$ cat config.mk
export PLATFORM = sky130hd
export DESIGN_NAME = arb_reg_sca
export DESIGN_NICKNAME = d
export VERILOG_FILES = /design/src/rtl/arb_reg_sca.sv
export SDC_FILE = /design/constraint.sdc
export NUM_CORES = 1
export LEC_CHECK = 0
export CORE_MARGIN = 2
export CORE_UTILIZATION = 42
export DETAILED_ROUTE_END_ITERATION = 7
export GPL_ROUTABILITY_DRIVEN = 0
export PLACE_DENSITY = 0.91
export SYNTH_ARGS = -nofsm -noshare
export SYNTH_HDL_FRONTEND = slang
export SYNTH_SLANG_ARGS = --single-unit
$ cat constraint.sdc
create_clock -name clk -period 1.9 [get_ports clk]
set_clock_uncertainty 0.05 [all_clocks]
set_input_delay 0.38 -clock clk [delete_from_list [all_inputs] [get_ports clk]]
set_output_delay 0.38 -clock clk [all_outputs]
set_load 0.05 [all_outputs]
$ cat src/rtl/arb_reg_sca.sv
// Round-robin arbiter for two write masters and one read master in front of a
// scalar register file, with a register-file clear sequence.
module arb_reg_sca #(
   parameter int unsigned DW = 8,
   parameter int unsigned AW = 3
) (
   input  logic          clk,
   input  logic          rst,
   input  logic          wreq0,
   input  logic [AW-1:0] wdir0,
   input  logic [DW-1:0] wdat0,
   input  logic          wreq1,
   input  logic [AW-1:0] wdir1,
   input  logic [DW-1:0] wdat1,
   input  logic          rreq,
   input  logic [AW-1:0] rdir,
   input  logic          clr,
   output logic          gnt_w0,
   output logic          gnt_w1,
   output logic          gnt_r,
   output logic          reg_wr,
   output logic [AW-1:0] dir_wrs,
   output logic [DW-1:0] data_wr,
   output logic          reg_rd,
   output logic [AW-1:0] reg_sca1,
   output logic          busy
);

   localparam int unsigned NREG = 2**AW;
   localparam logic [1:0] M_W0 = 2'd0;
   localparam logic [1:0] M_W1 = 2'd1;
   localparam logic [1:0] M_R  = 2'd2;

   typedef enum logic {ARB, CLEAR} state_t;

   state_t        state, state_n;
   logic [AW-1:0] cnt, cnt_n;
   logic [1:0]    last, last_n;
   logic          gnt_w0_n, gnt_w1_n, gnt_r_n, reg_wr_n, reg_rd_n, busy_n;
   logic [AW-1:0] dir_wrs_n, reg_sca1_n;
   logic [DW-1:0] data_wr_n;
   logic [2:0]    elig;
   logic          found;
   logic [1:0]    sel, cand;

   // State and registered outputs
   always_ff @(posedge clk) begin
      if (rst) begin
         state    <= ARB;
         cnt      <= '0;
         last     <= M_R;
         gnt_w0   <= 1'b0;
         gnt_w1   <= 1'b0;
         gnt_r    <= 1'b0;
         reg_wr   <= 1'b0;
         reg_rd   <= 1'b0;
         busy     <= 1'b0;
         dir_wrs  <= '0;
         data_wr  <= '0;
         reg_sca1 <= '0;
      end else begin
         state    <= state_n;
         cnt      <= cnt_n;
         last     <= last_n;
         gnt_w0   <= gnt_w0_n;
         gnt_w1   <= gnt_w1_n;
         gnt_r    <= gnt_r_n;
         reg_wr   <= reg_wr_n;
         reg_rd   <= reg_rd_n;
         busy     <= busy_n;
         dir_wrs  <= dir_wrs_n;
         data_wr  <= data_wr_n;
         reg_sca1 <= reg_sca1_n;
      end
   end

   // Next-state, arbitration and next-output logic
   always_comb begin
      state_n    = state;
      cnt_n      = cnt;
      last_n     = last;
      gnt_w0_n   = 1'b0;
      gnt_w1_n   = 1'b0;
      gnt_r_n    = 1'b0;
      reg_wr_n   = 1'b0;
      reg_rd_n   = 1'b0;
      busy_n     = 1'b0;
      dir_wrs_n  = dir_wrs;
      data_wr_n  = data_wr;
      reg_sca1_n = reg_sca1;

      // A master currently showing its grant is not eligible this edge
      elig  = {rreq & ~gnt_r, wreq1 & ~gnt_w1, wreq0 & ~gnt_w0};
      found = 1'b0;
      sel   = last;
      cand  = last;
      for (int k = 0; k < 3; k++) begin
         cand = (cand == M_R) ? M_W0 : cand + 2'd1;
         if (!found && elig[cand]) begin
            found = 1'b1;
            sel   = cand;
         end
      end

      case (state)
         ARB: begin
            if (clr) begin
               state_n   = CLEAR;
               busy_n    = 1'b1;
               reg_wr_n  = 1'b1;
               dir_wrs_n = '0;
               data_wr_n = '0;
               cnt_n     = AW'(1);
            end else if (found) begin
               last_n = sel;
               case (sel)
                  M_W0: begin
                     gnt_w0_n  = 1'b1;
                     reg_wr_n  = 1'b1;
                     dir_wrs_n = wdir0;
                     data_wr_n = wdat0;
                  end
                  M_W1: begin
                     gnt_w1_n  = 1'b1;
                     reg_wr_n  = 1'b1;
                     dir_wrs_n = wdir1;
                     data_wr_n = wdat1;
                  end
                  default: begin
                     gnt_r_n    = 1'b1;
                     reg_rd_n   = 1'b1;
                     reg_sca1_n = rdir;
                  end
               endcase
            end
         end
         CLEAR: begin
            // Index 0 was written on entry; walk the rest, wrapping cnt to 0
            busy_n    = 1'b1;
            reg_wr_n  = 1'b1;
            dir_wrs_n = cnt;
            data_wr_n = '0;
            cnt_n     = cnt + AW'(1);
            if (cnt == AW'(NREG - 1)) state_n = ARB;
         end
      endcase
   end

endmodule

==> flow_summary_export.csv, run 1 <==
group,metric,value,unit
sta,final.period_utilization,93.4,%
finish,final_net_count,208,
synth,synth_area_leader_cell,"dfxtp_1",
synth,ys_top_cells_by_area,"dfxtp_1 41%, mux2i_1 9.8%, o2bb2ai_1 5.7%",
setup_path,cp.required,2110,ps
clock_tree,clk_latency,330,ps
finish,final_common_cell,"clkdlybuf4s50_1",
setup_path,critical_path_arrival,1980,ps
sta,finalCriticalPeriod,1770,ps
pwr,p_per_area,680,mW/mm²
floorplan,io_pins,51,
grt,grt_pass1_vias,1094,
pwr,ir_drop,0.439,mV
grt,grt_pass1_wl,4.93,mm
clock_tree,cts_buffers,3,
clock_tree,cts_tree,"done",
clock_tree,root_buffer,"clkbuf_4",
worst_hold_path,holdCritStartpoint,"data_wr[4]$_SDFFE_PP0P_",
floorplan,start_util,44.2,%
finish,final_util,64.1,%
floorplan,die_y,57.9,µm
floorplan,core_area,0.00276,mm²
synth,synth-main-ff-cell,"dfxtp_1",
worst_hold_path,hold_depth,1,
setup_path,rrSetupSlack,230,ps
floorplan,num_rows,19,
finish,seqCellArea,500,µm²
run,cap_violations,0,
sta,finalHoldViolations,0,
pwr,p_total,1200,µW
clock_tree,clockBufferDepth,2,
setup_path,startpoint,"wreq0",
drt,vias,1088,
setup_path,worstSetupPathType,"in -> reg",
setup_path,path_cells,"clkdlybuf4s50_1 > nand2b_4 > a311o_4 > a21boi_0 > o21ai_1 > a211oi_2",
grt,grt_overflow,0,
synth,yosys.area.top_type_share,41.0,%
setup_path,r2r_start,"last[0]$_SDFFE_PP0P_",
synth,async_flop_share,0,%
clock_tree,clk_pin_slew,140,ps
finish,num_antenna_cells,0,
sta,grt_setup_unrepaired,"false",
drt,drtIter0Drc,21,
grt,grt_antenna_before_repair,0,
grt,grt_usage,19.1,%
pwr,leakage,0.000752,µW
setup_path,cpMaxStageDelayCell,"clkdlybuf4s50_1",
synth,synth_edf_count,0,
synth,synth_area_per_cell,10.3,µm²
floorplan,die-area,0.00335,mm²
finish,area_growth,44.8,%
placed_design,io_buffers,50,
clock_tree,hold_buffers,0,
synth,syn_nets,151,
synth,ys_seq_elements,25,
finish,drive_above_1_share,28.2,%
clock_tree,cts_setup_buffers,0,
floorplan,die_w,57.9,µm
setup_path,worstPathMaxFanout,7,
finish,layout_common_cells,"30 x clkdlybuf4s50_1, 28 x buf_4, 25 x dfxtp_1, 14 x nor2_1, 12 x mux2i_1",
drt,vias_per_cell,5.31,
drt,ant_nets,0,
clock_tree,cts-resized-gates,0,
drt,wirelength,3.01,mm
sta,finalSetupViolations,0,
setup_path,reg2reg_to,"data_wr[0]$_SDFFE_PP0P_",
setup_path,critical_path.startpoint_type,"input pin",
placed_design,dp_hpwl,2.37,mm
sta,worst_slew_pin_slew,495,ps
synth,ys_warn_count,0,
setup_path,reg2reg_depth,4,
run_status,status,"complete, no violations",
worst_hold_path,min_to,"data_wr[4]$_SDFFE_PP0P_",
drt,drcViolationCount,0,
clock_tree,clock-sinks,25,
sta,slew_viol_final,0,
synth,ys_types,40,
synth,syn_inst,118,
grt,grt_max_degree,17,
synth,syn-cell-area,0.00122,mm²
clock_tree,htree_num_levels,1,
setup_path,end_kind,"flip-flop",
finish,multi_input_area,677,µm²
setup_path,max_stage_delay,530,ps
finish,fill_cells,221,
synth,seq_area_frac_synth,41.0,%
sta,maxSlewHeadroom,66.9,%
worst_hold_path,hp-class,"reg -> reg",
drt,dr.pass1.iters,4,
drt,wire_per_inst,14.7,µm
sta,fmax,564,MHz
==> cells in the mapped netlist (2+ instances only) <==
| cell | n |
|---|---|
| nor3b_1 | 2 |
| and3_1 | 3 |
| mux2i_1 | 12 |
| o2bb2ai_1 | 8 |
| nor2_1 | 14 |
| a21boi_0 | 3 |
| nor2b_1 | 2 |
| buf_2 | 3 |
| o21ai_1 | 3 |
| a211oi_2 | 3 |
| ha_1 | 2 |
| nand2_1 | 2 |
| a21oi_1 | 8 |
| nand3_1 | 2 |
| dfxtp_1 | 25 |
| nand2b_4 | 2 |
==> per-stage QoR <==
stage	setup slack [ps]	instance area [µm²]	hold slack [ps]	instances	setup TNS, ps
6_report	126	1770	430	205	0
3_3_place_gp	-144	1740	400	201	-1870
4_1_cts	10.6	1760	434	205	0
3_5_place_dp	-234	1740	404	201	-2870
2_1_floorplan	127	1220	441	118	0
5_1_grt	27.6	1770	445	205	0
==> cells by family (layout without fill, tap and decap cells) <==
group | Yosys count | count (layout) | synth area share [%]
flip-flops | 25 | 25 | 41.0
buffers and inverters | 7 | 63 | 3.49
AND/OR/NAND/NOR | 37 | 37 | 19.3
adder cells (fa/ha/maj) | 2 | 2 | 2.05
AO/OA/AOI/OAI | 35 | 35 | 24.3
multiplexers | 12 | 12 | 9.85
==> area by class of cell <==
cell class	count	share of cell area (%)
multi-input combinational	86	38.3
timing repair buffer	59	29.6
sequential	25	28.3
tap	31	2.20
clock buffer	3	1.27
clock inverter	1	0.283
==> routing by layer <==
metal  up-vias  wire length, µm  track usage, %
met2        23             1550            32.1
met3         7               89            3.35
met1       521             1300            22.8
met5         -                0               0
met4         0               76            10.6
li1        537                -               -
==> critical path, delay by kind of cell <==
family	cells	cell delay, ps
compound gates	4	970
buf+inv	1	530
simple gates	1	100
==> power breakdown <==
group / switching, µW / internal (µW) / leakage, µW
sequential: 27.8 / 554 / 0.000205
clock: 167 / 79.3 / 0.0000177
combinational: 197 / 176 / 0.000530
total: 391 / 810 / 0.000752
==> flip-flops by register name (all words and copies together) (netlist names) <==
signal and cells:
reg_rd 1, cnt 3, reg_sca1 3, gnt_w1 1, last 2, gnt_w0 1
data_wr 8, reg_wr 1, busy 1, dir_wrs 3, state 1
==> worst max-delay path by stage <==
stage	cells after the start	slack, ps	endpoint
detailed placement	6	-230	dir_wrs[0]$_SDFFE_PP0P_
floorplan	6	130	data_wr[0]$_SDFFE_PP0P_
CTS	1	10	busy
global route	5	30	data_wr[0]$_SDFFE_PP0P_
finish	6	130	dir_wrs[0]$_SDFFE_PP0P_
global placement	5	-140	data_wr[4]$_SDFFE_PP0P_
Note: power is estimated with default switching activity, not from simulation.
==> inputs of run 2 (changes only) <==
--- a/config.mk
+++ b/config.mk
@@ -10,6 +10,7 @@
 export DETAILED_ROUTE_END_ITERATION = 7
 export GPL_ROUTABILITY_DRIVEN = 0
 export PLACE_DENSITY = 0.91
+export SLEW_MARGIN = 20
 export SYNTH_ARGS = -nofsm -noshare
 export SYNTH_HDL_FRONTEND = slang
 export SYNTH_SLANG_ARGS = --single-unit
==> results of run 2 <==
Final layout, timing and power as in run 1 (identical DEF).
==> inputs of run 3 (changes only) <==
==> constraint.sdc (replaced) <==
create_clock -name clk -period 2 [get_ports clk]
set_clock_uncertainty 0.05 [all_clocks]
set_input_delay 0.4 -clock clk [delete_from_list [all_inputs] [get_ports clk]]
set_output_delay 0.4 -clock clk [all_outputs]
set_load 0.05 [all_outputs]
==> run 3 against run 2 <==
- setup slack worse by 80 ps
- via count rose by 2.7%
- count of clock-buffer cells in the layout unchanged
- combinational power is 2% lower
- largest power group unchanged
- die area unchanged
- critical path type is now reg -> out
- sequential power down 5.0%
- sequential share of layout area is 1.1 points lower
- largest cell class unchanged
- total power is 4.8% lower
- wire length rose by 5.6%
- critical path depth fell by 5
- final cell count increased by 0.49%
- clock power decreased by 8.1%
==> flow_summary_export.csv, run 3 (synthesis gave the netlist of run 1 again) <==
group,metric,value,unit
finish,drive_above_1_share,17.7,%
clock_tree,hold_buffers,0,
finish,largest-register,"data_wr",
pwr,combPwrFrac,31.9,%
floorplan,die_w,57.9,µm
sta,hold-worst-slack,435,ps
worst_hold_path,min_to,"data_wr[3]$_SDFFE_PP0P_",
setup_path,critical_path_arrival,1500,ps
placed_design,dp_hpwl,2.47,mm
placed_design,dpl_worst_slack,-158,ps
finish,final_common_cell,"clkdlybuf4s50_1",
drt,drcViolationCount,0,
setup_path,critical_path.startpoint_type,"flip-flop",
clock_tree,cts_tree,"done",
pwr,p_seq_share,48.4,%
run,cap_violations,0,
drt,wirelength,3.18,mm
floorplan,num_rows,19,
drt,vias,1117,
setup_path,r2r_start,"last[0]$_SDFFE_PP0P_",
grt,grt_pass1_wl,4.96,mm
floorplan,die_y,57.9,µm
setup_path,cp.required,1550,ps
setup_path,worstSetupPathType,"reg -> out",
floorplan,io_pins,51,
finish,final_area,0.00184,mm²
setup_path,crit_buf_inv,1,
finish,final_net_count,209,
clock_tree,root_buffer,"clkbuf_4",
finish,largest_reg_flops,8,
pwr,p_total,1140,µW
finish,fill_cells,223,
setup_path,reg2reg_depth,4,
clock_tree,clock-sinks,25,
sta,slew_viol_final,0,
setup_path,critPathTopFamily,"buffers and inverters",
sta,maxSlewHeadroom,64.6,%
setup_path,cpMaxStageDelayCell,"clkdlybuf4s50_1",
pwr,pwr-share-clk,19.7,%
grt,grt_max_degree,17,
worst_hold_path,hp-class,"reg -> reg",
setup_path,end_kind,"primary output",
grt,grt_antenna_before_repair,0,
clock_tree,htree_num_levels,1,
sta,final.period_utilization,97.7,%
finish,layout_common_cells,"42 x clkdlybuf4s50_1, 25 x dfxtp_1, 14 x nor2_1, 12 x mux2i_1, 10 x buf_4",
pwr,ir_drop,0.423,mV
pwr,leakage,0.000851,µW
finish,area_growth,50.8,%
worst_hold_path,hold_depth,1,
drt,vias_per_cell,5.42,
sta,finalHoldViolations,0,
drt,wire_per_inst,15.4,µm
drt,ant_nets,0,
clock_tree,clockBufferDepth,2,
sta,worst_slew_pin_slew,530,ps
setup_path,rrSetupSlack,330,ps
floorplan,start_util,44.2,%
finish,instances_no_fill,206,
sta,finalSetupViolations,0,
pwr,p_per_area,622,mW/mm²
grt,grt_pass1_vias,1103,
floorplan,core_area,0.00276,mm²
sta,setup_ws,46.1,ps
clock_tree,cts_setup_buffers,0,
clock_tree,cts_buffers,3,
clock_tree,clk_pin_slew,130,ps
finish,num_antenna_cells,0,
drt,drtIter0Drc,37,
setup_path,worstPathMaxFanout,2,
setup_path,reg2reg_to,"data_wr[2]$_SDFFE_PP0P_",
placed_design,dp.cells,202,
grt,grt_usage,19.3,%
sta,finalCriticalPeriod,1950,ps
pwr,p_sw_share,32.0,%
grt,grt_overflow,0,
sta,grt_setup_unrepaired,"false",
placed_design,io_buffers,50,
setup_path,path_cells,"clkdlybuf4s50_1",
run_status,status,"complete, no violations",
placed_design,dpl_cell_area,0.00179,mm²
clock_tree,clk_latency,320,ps
pwr,total_switching_power,366,µW
pwr,internal_power,777,µW
sta,fmax,512,MHz
worst_hold_path,holdCritStartpoint,"data_wr[3]$_SDFFE_PP0P_",
floorplan,die-area,0.00335,mm²
drt,dr.pass1.iters,4,
setup_path,max_stage_delay,820,ps
[run 3: worst max path at each step]
stage | start | end | slack (ps) | depth (start not counted)
after floorplan | gnt_w0$_SDFF_PP0_ | data_wr[0]$_SDFFE_PP0P_ | 230 | 6
after global placement | wreq1 | data_wr[0]$_SDFFE_PP0P_ | -60 | 5
after detailed placement | wreq1 | data_wr[2]$_SDFFE_PP0P_ | -160 | 5
after CTS | reg_rd$_SDFF_PP0_ | gnt_r | 10 | 1
after global routing | reg_sca1[0]$_SDFFE_PP0P_ | reg_sca1[0] | 2 | 1
final | dir_wrs[2]$_SDFFE_PP0P_ | dir_wrs[2] | 50 | 1
[run 3: metrics by stage]
stage | utilization [%] | setup TNS [ps]
detailed placement | 65.0 | -1860
global route | 66.7 | 0
finish | 66.7 | 0
floorplan | - | 0
CTS | 66.0 | 0
global placement | 65.0 | -570
[run 3: final cells by class]
cell class              count  area [µm²]  area share (%)
multi-input cells          86         677            36.8
flip-flops and latches     25         500            27.2
repair buffers             60         596            32.4
clock buffers               3        22.5            1.22
clock inverters             1        5.00           0.272
well taps                  31        38.8            2.11
[run 3: routing by layer]
layer	GRT usage [%]	up-vias	routed length [µm]
met5	0	-	0
met4	9.30	0	89
met3	2.90	9	107
met2	32.5	27	1650
met1	24.1	539	1340
li1	-	542	-
[run 3: power by group through the flow]
stage	Sequential (µW)	Combinational (µW)	Clock (µW)
after floorplan	621	164	0
after global placement	561	352	0
after detailed placement	563	362	0
after CTS	553	365	231
after global routing	557	386	252
final	553	364	226
[run 3: what timing repair did]
item / 4_1_cts / 5_1_grt
gates resized for setup: 0 / 8
endpoints found under the hold margin: 0 / 0
endpoints found under the setup margin: 0 / 8
